`src/rtl/pipeline_stall_ctrl.sv`:
```
// Stall/flush controller for the 5-stage core: priority-resolves hazard, branch, multi-cycle and
// memory-wait requests into pipeline-register controls. Macro STALL_PERF_CNT_EN builds the counters.
module pipeline_stall_ctrl #(
    parameter int MC_TIMEOUT = 64,
    parameter int CNT_W      = 32
) (
    input  logic             clk,
    input  logic             rst_n,
    input  logic             hz_stop,
    input  logic             br_flush,
    input  logic             mc_start,
    input  logic             mc_done,
    input  logic             mem_wait,
    output logic             pc_write,
    output logic             if_id_write,
    output logic             if_id_flush,
    output logic             id_ex_write,
    output logic             id_ex_bubble,
    output logic             ex_mem_write,
    output logic             ex_mem_bubble,
    output logic             mem_wb_write,
    output logic             mc_busy,
    output logic             mc_err,
    output logic [CNT_W-1:0] stall_cnt,
    output logic [CNT_W-1:0] flush_cnt
);

    localparam int TW = (MC_TIMEOUT > 2) ? $clog2(MC_TIMEOUT) : 1;
    localparam logic [TW-1:0] TIMER_LAST = TW'(MC_TIMEOUT - 1);

    typedef enum logic {
        RUN     = 1'b0,
        MC_BUSY = 1'b1
    } state_t;

    state_t        state;
    logic [TW-1:0] timer;
    logic          stall_inc;
    logic          flush_inc;
    logic          go_busy;

    always_comb begin
        pc_write      = 1'b1;
        if_id_write   = 1'b1;
        if_id_flush   = 1'b0;
        id_ex_write   = 1'b1;
        id_ex_bubble  = 1'b0;
        ex_mem_write  = 1'b1;
        ex_mem_bubble = 1'b0;
        mem_wb_write  = 1'b1;
        mc_busy       = (state == MC_BUSY);
        stall_inc     = 1'b0;
        flush_inc     = 1'b0;
        go_busy       = 1'b0;

        // A memory wait freezes every register regardless of state.
        if (mem_wait) begin
            pc_write     = 1'b0;
            if_id_write  = 1'b0;
            id_ex_write  = 1'b0;
            ex_mem_write = 1'b0;
            mem_wb_write = 1'b0;
            stall_inc    = 1'b1;
        end else if (state == RUN) begin
            if (br_flush) begin
                if_id_flush  = 1'b1;
                id_ex_bubble = 1'b1;
                flush_inc    = 1'b1;
            end else if (mc_start && !mc_done) begin
                pc_write      = 1'b0;
                if_id_write   = 1'b0;
                id_ex_write   = 1'b0;
                ex_mem_bubble = 1'b1;
                stall_inc     = 1'b1;
                go_busy       = 1'b1;
            end else if (!mc_start && hz_stop) begin
                pc_write     = 1'b0;
                if_id_write  = 1'b0;
                id_ex_bubble = 1'b1;
                stall_inc    = 1'b1;
            end
        end else if (!mc_done) begin
            pc_write      = 1'b0;
            if_id_write   = 1'b0;
            id_ex_write   = 1'b0;
            ex_mem_bubble = 1'b1;
            stall_inc     = 1'b1;
        end

        if (!rst_n) begin
            pc_write      = 1'b0;
            if_id_write   = 1'b0;
            if_id_flush   = 1'b0;
            id_ex_write   = 1'b0;
            id_ex_bubble  = 1'b0;
            ex_mem_write  = 1'b0;
            ex_mem_bubble = 1'b0;
            mem_wb_write  = 1'b0;
            mc_busy       = 1'b0;
        end
    end

    always_ff @(posedge clk or negedge rst_n) begin
        if (!rst_n) begin
            state  <= RUN;
            timer  <= '0;
            mc_err <= 1'b0;
        end else begin
            case (state)
                RUN: begin
                    if (go_busy) begin
                        state <= MC_BUSY;
                        timer <= '0;
                    end
                end
                MC_BUSY: begin
                    // The watchdog only counts cycles the EX unit itself is holding the pipe.
                    if (!mem_wait) begin
                        if (mc_done) begin
                            state <= RUN;
                        end else begin
                            timer <= timer + TW'(1);
                            if (timer == TIMER_LAST) begin
                                mc_err <= 1'b1;
                                state  <= RUN;
                            end
                        end
                    end
                end
                default: state <= RUN;
            endcase
        end
    end

`ifdef STALL_PERF_CNT_EN
    logic [CNT_W-1:0] stall_q;
    logic [CNT_W-1:0] flush_q;

    always_ff @(posedge clk or negedge rst_n) begin
        if (!rst_n) begin
            stall_q <= '0;
            flush_q <= '0;
        end else begin
            if (stall_inc && (stall_q != '1)) stall_q <= stall_q + CNT_W'(1);
            if (flush_inc && (flush_q != '1)) flush_q <= flush_q + CNT_W'(1);
        end
    end

    assign stall_cnt = stall_q;
    assign flush_cnt = flush_q;
`else
    logic unused_inc;
    assign unused_inc = stall_inc ^ flush_inc;
    assign stall_cnt  = '0;
    assign flush_cnt  = '0;
`endif

endmodule

```
`config.mk`:
```
export PLATFORM = sky130hd
export DESIGN_NAME = pipeline_stall_ctrl
export DESIGN_NICKNAME = d
export VERILOG_FILES = /design/src/rtl/pipeline_stall_ctrl.sv
export SDC_FILE = /design/constraint.sdc
export NUM_CORES = 1
export LEC_CHECK = 0
export BUFFER_PORTS_ARGS = -buffer_cell sky130_fd_sc_hd__buf_2
export CELL_PAD_IN_SITES_DETAIL_PLACEMENT = 1
export CELL_PAD_IN_SITES_GLOBAL_PLACEMENT = 1
export CORE_MARGIN = 2
export CORE_UTILIZATION = 28
export CTS_BUF_LIST = sky130_fd_sc_hd__clkbuf_8 sky130_fd_sc_hd__clkbuf_16
export DETAILED_ROUTE_END_ITERATION = 8
export MAX_ROUTING_LAYER = met4
export PLACE_DENSITY_LB_ADDON = 0.15
export REMOVE_ABC_BUFFERS = 1
export SLEW_MARGIN = 20
export SYNTH_ARGS = -nofsm -noshare
export SYNTH_HDL_FRONTEND = slang
export SYNTH_SLANG_ARGS = --single-unit
```
`constraint.sdc`:
```
create_clock -name clk -period 3.3 [get_ports clk]
set_clock_uncertainty 0.1 [all_clocks]
set_input_delay 0.66 -clock clk [delete_from_list [all_inputs] [get_ports clk]]
set_output_delay 0.66 -clock clk [all_outputs]
set_load 0.05 [all_outputs]
```
---- Yosys cells after proc, flatten, opt, wreduce, memory -nomap -nowiden ----
Index checks and enable logic that the tools add are counted.
cells by class
  add/sub/neg operators ................... 1
  eq/ne operators ......................... 4
  multiplexer cells ....................... 42
  bitwise operators ....................... 3
  reductions and logical operators ........ 6
operators with widths
  kind                                                            number
  1-bit 2-to-1 mux                                                37
  6-bit 2-to-1 mux                                                3
  6-bit case mux with 2 select lines                              1
  6-bit by 1-bit adder with 6-bit output (second input constant)  1
  6-bit == test (second input constant)                           1
  2-bit != test (second input constant)                           3
  4-bit AND reduction                                             1
  1-bit inverter                                                  3
  3-bit AND reduction                                             1
  1-bit logical AND                                               2
  1-bit zero test                                                 2
  1-bit case mux with 2 select lines                              1
word-level totals
  bits in registers ....................... 8
  logic and storage cells ................. 59

---- Longest topological paths before layout ----
  depth after elaboration ................. 8
  mapped depth ............................ 5
  mapped depth without buffers ............ 4

---- Worst setup path after synthesis ----
OpenSTA, ideal clock, no wires.
  kind .................................... input port to output port
  start point ............................. in mem_wait
  end point ............................... out pc_write
  arrival ................................. 2556 ps
  path slack .............................. -16 ps
  cell stages on the path ................. 4
  path buffers ............................ 2
  path through ............................ buf_6 -> nand2b_1 -> a211oi_1 -> buf_4
between the ends
  longest elaborated chain between the ends .. 2
ends and longest elaborated chain
  element                        line  source
  start, declared                13    input logic mem_wait,
  1-bit 2-to-1 mux (2 in a row)  n/a
  end, declared                  14    output logic pc_write,
Every way passes these cells.

---- Final worst setup path ----
  start point ............................. in br_flush
  end point ............................... out ex_mem_bubble
between the ends
  longest elaborated chain between the ends .. 4
ends and longest elaborated chain
  element           line  source
  start, declared   10    input logic br_flush,
  1-bit 2-to-1 mux  65    if (br_flush) begin
  1-bit 2-to-1 mux  64    end else if (state == RUN) begin
  1-bit 2-to-1 mux  57    if (mem_wait) begin
  1-bit 2-to-1 mux  90    if (!rst_n) begin
  end, declared     20    output logic ex_mem_bubble,
Every way passes these cells.

==> summary.json <==
{
  "status": "complete, no violations",
  "synthesis.area_per_instance_sq_um": 8.42,
  "timing.hold.worst.class": "in2async",
  "timing.critical_path.arrival_ps": 1590,
  "synth_edf_count": 0,
  "fin_nets": 144,
  "pre_cts_slack_ps": 945,
  "gp_congestion": 0.769,
  "finalCritPeriodShare": 0.711,
  "worstPathCellList": "buf_2 -> nand2b_1 -> a21oi_1 -> and2_1 -> buf_2",
  "power-per-cell-area_nw_per_um2": 674,
  "async_reset_ff_frac": 1.00,
  "h-tree-depth": 1,
  "final_hpwl_from_detailed_placement_mm": 1.47,
  "grt_util_met1": 0.0916,
  "drt-total-wl_mm": 1.80,
  "crit-reg2reg-capture": "timer[5]$_DFFE_PN0P_",
  "p_leak_nw": 0.540,
  "initial_detailed_routing_violation_count": 6,
  "setup_violating_endpoint_count_in_the_final_report": 0,
  "setup_repair_after_global_routing_missed_its_margin": "false",
  "synth-seq-area-share": 0.197,
  "antenna_violating_nets_left": 0,
  "finalInstanceArea_sq_um": 917,
  "gr-usage-all-layers": 0.0879,
  "antennaDiodeCount": 0,
  "clockPowerShare": 0.186,
  "insertion_delay_ps": 220,
  "worstPathMaxFanout": 4,
  "worst_case_register_to_register_setup_slack_ps": 1730,
  "synth_top_cell_area_share": 0.486,
  "cts_resized": 0,
  "num_vias": 653,
  "worst_setup_path_end_kind": "output pin",
  "worst_reg2reg_path_startpoint": "state$_DFF_PN0_",
  "global_route.peak_usage_layer": "met2",
  "slew_violations": 0,
  "p_switching_mw": 0.338,
  "hold_viol_final": 0,
  "post_synthesis_instance_total": 121,
  "ioPinCount": 81,
  "cts_root_buf": "clkbuf_8",
  "post_synthesis_register_bit_count": 8,
  "area_growth_syn_to_layout_pct": -9.95,
  "critical_path.startpoint": "br_flush",
  "grt_use_met3": 0.0229,
  "mappedNetlistArea_sq_um": 1020,
  "comb_power_share": 0.505,
  "cts-buffers-inserted": 3,
  "first_global_vias": 600,
  "wl_per_cell_um": 10.0,
  "detailed_place.area_sq_um": 876,
  "floorplan.core_area_sq_um": 3420,
  "drt_pre_antenna_iters": 3,
  "flip_flop_cell_with_the_highest_count_after_synthesis": "dfrtp_1",
  "numPlacedInstances": 177,
  "io_buffer_count": 16,
  "maximum_number_of_pins_on_one_net_before_global_route_repair": 11,
  "post-cts-setup-buffer-count": 0,
  "cpMaxStageDelayCell": "buf_2",
  "initial_antenna_violation_count": 0,
  "grt-ovfl-total": 0,
  "totalNegativeSetupSlack_ps": 0,
  "detail_route.drc_violations": 0,
  "crit_path_end": "ex_mem_bubble",
  "post_route_cells_drive_above_1_share": 0.164,
  "die-area_sq_um": 4140,
  "final_util": 0.268,
  "floorplan.die.height_um": 64.3,
  "clk_sink_count": 8,
  "power_frac_seq": 0.309,
  "max-clock-path-buffers": 2,
  "netlist-cell-type-count": 30,
  "cp_slowest_stage_delay_ps": 250,
  "post-synth-top-area-cell": "buf_4",
  "vdd_ir_drop_max_uv": 230,
  "synth.top_cells.by_area": "buf_4, dfrtp_1, mux2i_1, o2bb2ai_1, nor3_1",
  "filler_cell_count": 449,
  "worst_setup_hold_path_clk_slew_ps": 40,
  "worst_slack_setup_final_ps": 953,
  "timing.max_cap.violations": 0,
  "initial_core_util": 0.298,
  "synthesis.yosys.warnings": 0,
  "p_int_mw": 0.280,
  "avgViaCountPerCell": 3.63,
  "switching_power_as_a_share_of_total_power": 0.546,
  "reg2regPathDepth": 3,
  "crit_path_frequent_cell": "buf_2",
  "fin_cells": 180,
  "worst-setup-path-type": "in2out",
  "grt_pass1_wl_mm": 2.79,
  "worst_setup_path_start_kind": "primary input",
  "worst_ep_required_time_ps": 2540,
  "die_w_um": 64.3,
  "fmaxAchievable_mhz": 426,
  "globalRouteMet2Util": 0.159,
  "postCtsHoldBufs": 0,
  "std_cell_rows": 21,
  "finalWorstPathRequiredPeriod_ps": 2350,
  "cts_tree": "yes"
}
[worst max-delay path, delay by kind of cell]
kind            cells  cell delay, ps
buf+inv             2             370
simple gates        2             320
compound gates      1             240
[metal layers]
layer,share of wire,vias up
met4,0,0
li1,-,296
met2,0.55,43
met1,0.36,314
met5,0,-
met3,0.088,0
[stage by stage]
step / hold WS, ps / power [mW]
final: 188 / 0.618
after global routing: 192 / 0.663
after CTS: 182 / 0.626
after detailed placement: 375 / 0.505
after global placement: 367 / 0.500
after floorplan: 264 / 0.453
[how the worst min path moves through the flow]
stage / startpoint / to / slack (ps) / depth (start not counted)
2_1_floorplan: rst_n / mc_err$_DFFE_PN0P_ / 260 / 0
3_3_place_gp: mc_err$_DFFE_PN0P_ / mc_err$_DFFE_PN0P_ / 370 / 1
3_5_place_dp: mc_err$_DFFE_PN0P_ / mc_err$_DFFE_PN0P_ / 370 / 1
4_1_cts: rst_n / timer[0]$_DFFE_PN0P_ / 180 / 1
5_1_grt: rst_n / mc_err$_DFFE_PN0P_ / 190 / 1
6_report: rst_n / timer[0]$_DFFE_PN0P_ / 190 / 1
[layout make-up]
cell class | count | area [sq um] | area share
timing repair buffer | 16 | 80.1 | 0.0873
sequential | 8 | 200 | 0.218
inverter | 2 | 7.51 | 0.00819
tap | 46 | 57.6 | 0.0628
multi-input combinational | 105 | 531 | 0.578
clock buffer | 3 | 41.3 | 0.0450
[cell usage in the layout, fill, tap and decap left out]
cell	count
conb_1	64
buf_2	16
dfrtp_1	8
nor2_1	5
nor3_1	4
mux2i_1	3
o2bb2ai_1	3
nand3_1	3
clkbuf_8	3
and3_1	2
nand2_1	2
and2_1	2
nand2b_1	2
a211o_1	2
inv_2	1
a311o_1	1
a32oi_1	1
inv_1	1
a21oi_1	1
nor2b_1	1
a211oi_1	1
a32o_1	1
or3b_1	1
a21o_1	1
o21bai_1	1
or4b_4	1
nor3_2	1
o211a_1	1
ha_1	1
[power groups by stage]
stage / registers [mW] / clock network [mW] / logic [mW]
after floorplan: 0.176 / 0 / 0.277
after global placement: 0.191 / 0 / 0.309
after detailed placement: 0.192 / 0 / 0.313
after CTS: 0.190 / 0.122 / 0.313
after global routing: 0.198 / 0.127 / 0.337
final: 0.191 / 0.115 / 0.312
[synth_stat cells, types with 2 or more instances]
| cell type | count |
|---|---|
| o2bb2ai_1 | 3 |
| a211o_1 | 2 |
| buf_4 | 66 |
| and3_1 | 2 |
| nor3_1 | 4 |
| nand2b_1 | 2 |
| nand2_1 | 2 |
| buf_2 | 2 |
| and2_1 | 2 |
| nor2_1 | 5 |
| dfrtp_1 | 8 |
| nand3_1 | 3 |
| mux2i_1 | 3 |
[registers in the layout, summed over array words and instances (netlist names)]
signal and cells:
state 1, mc_err 1, timer 6
[kinds of logic after synthesis]
logic type,after synthesis,synth area share
buf+inv,71,0.515
simple gates,24,0.135
compound gates,13,0.108
flops,8,0.197
mux,3,0.0295
fa+ha+maj,1,0.0123
other cells,1,0.00368
Power figures use the tool's default switching activity.
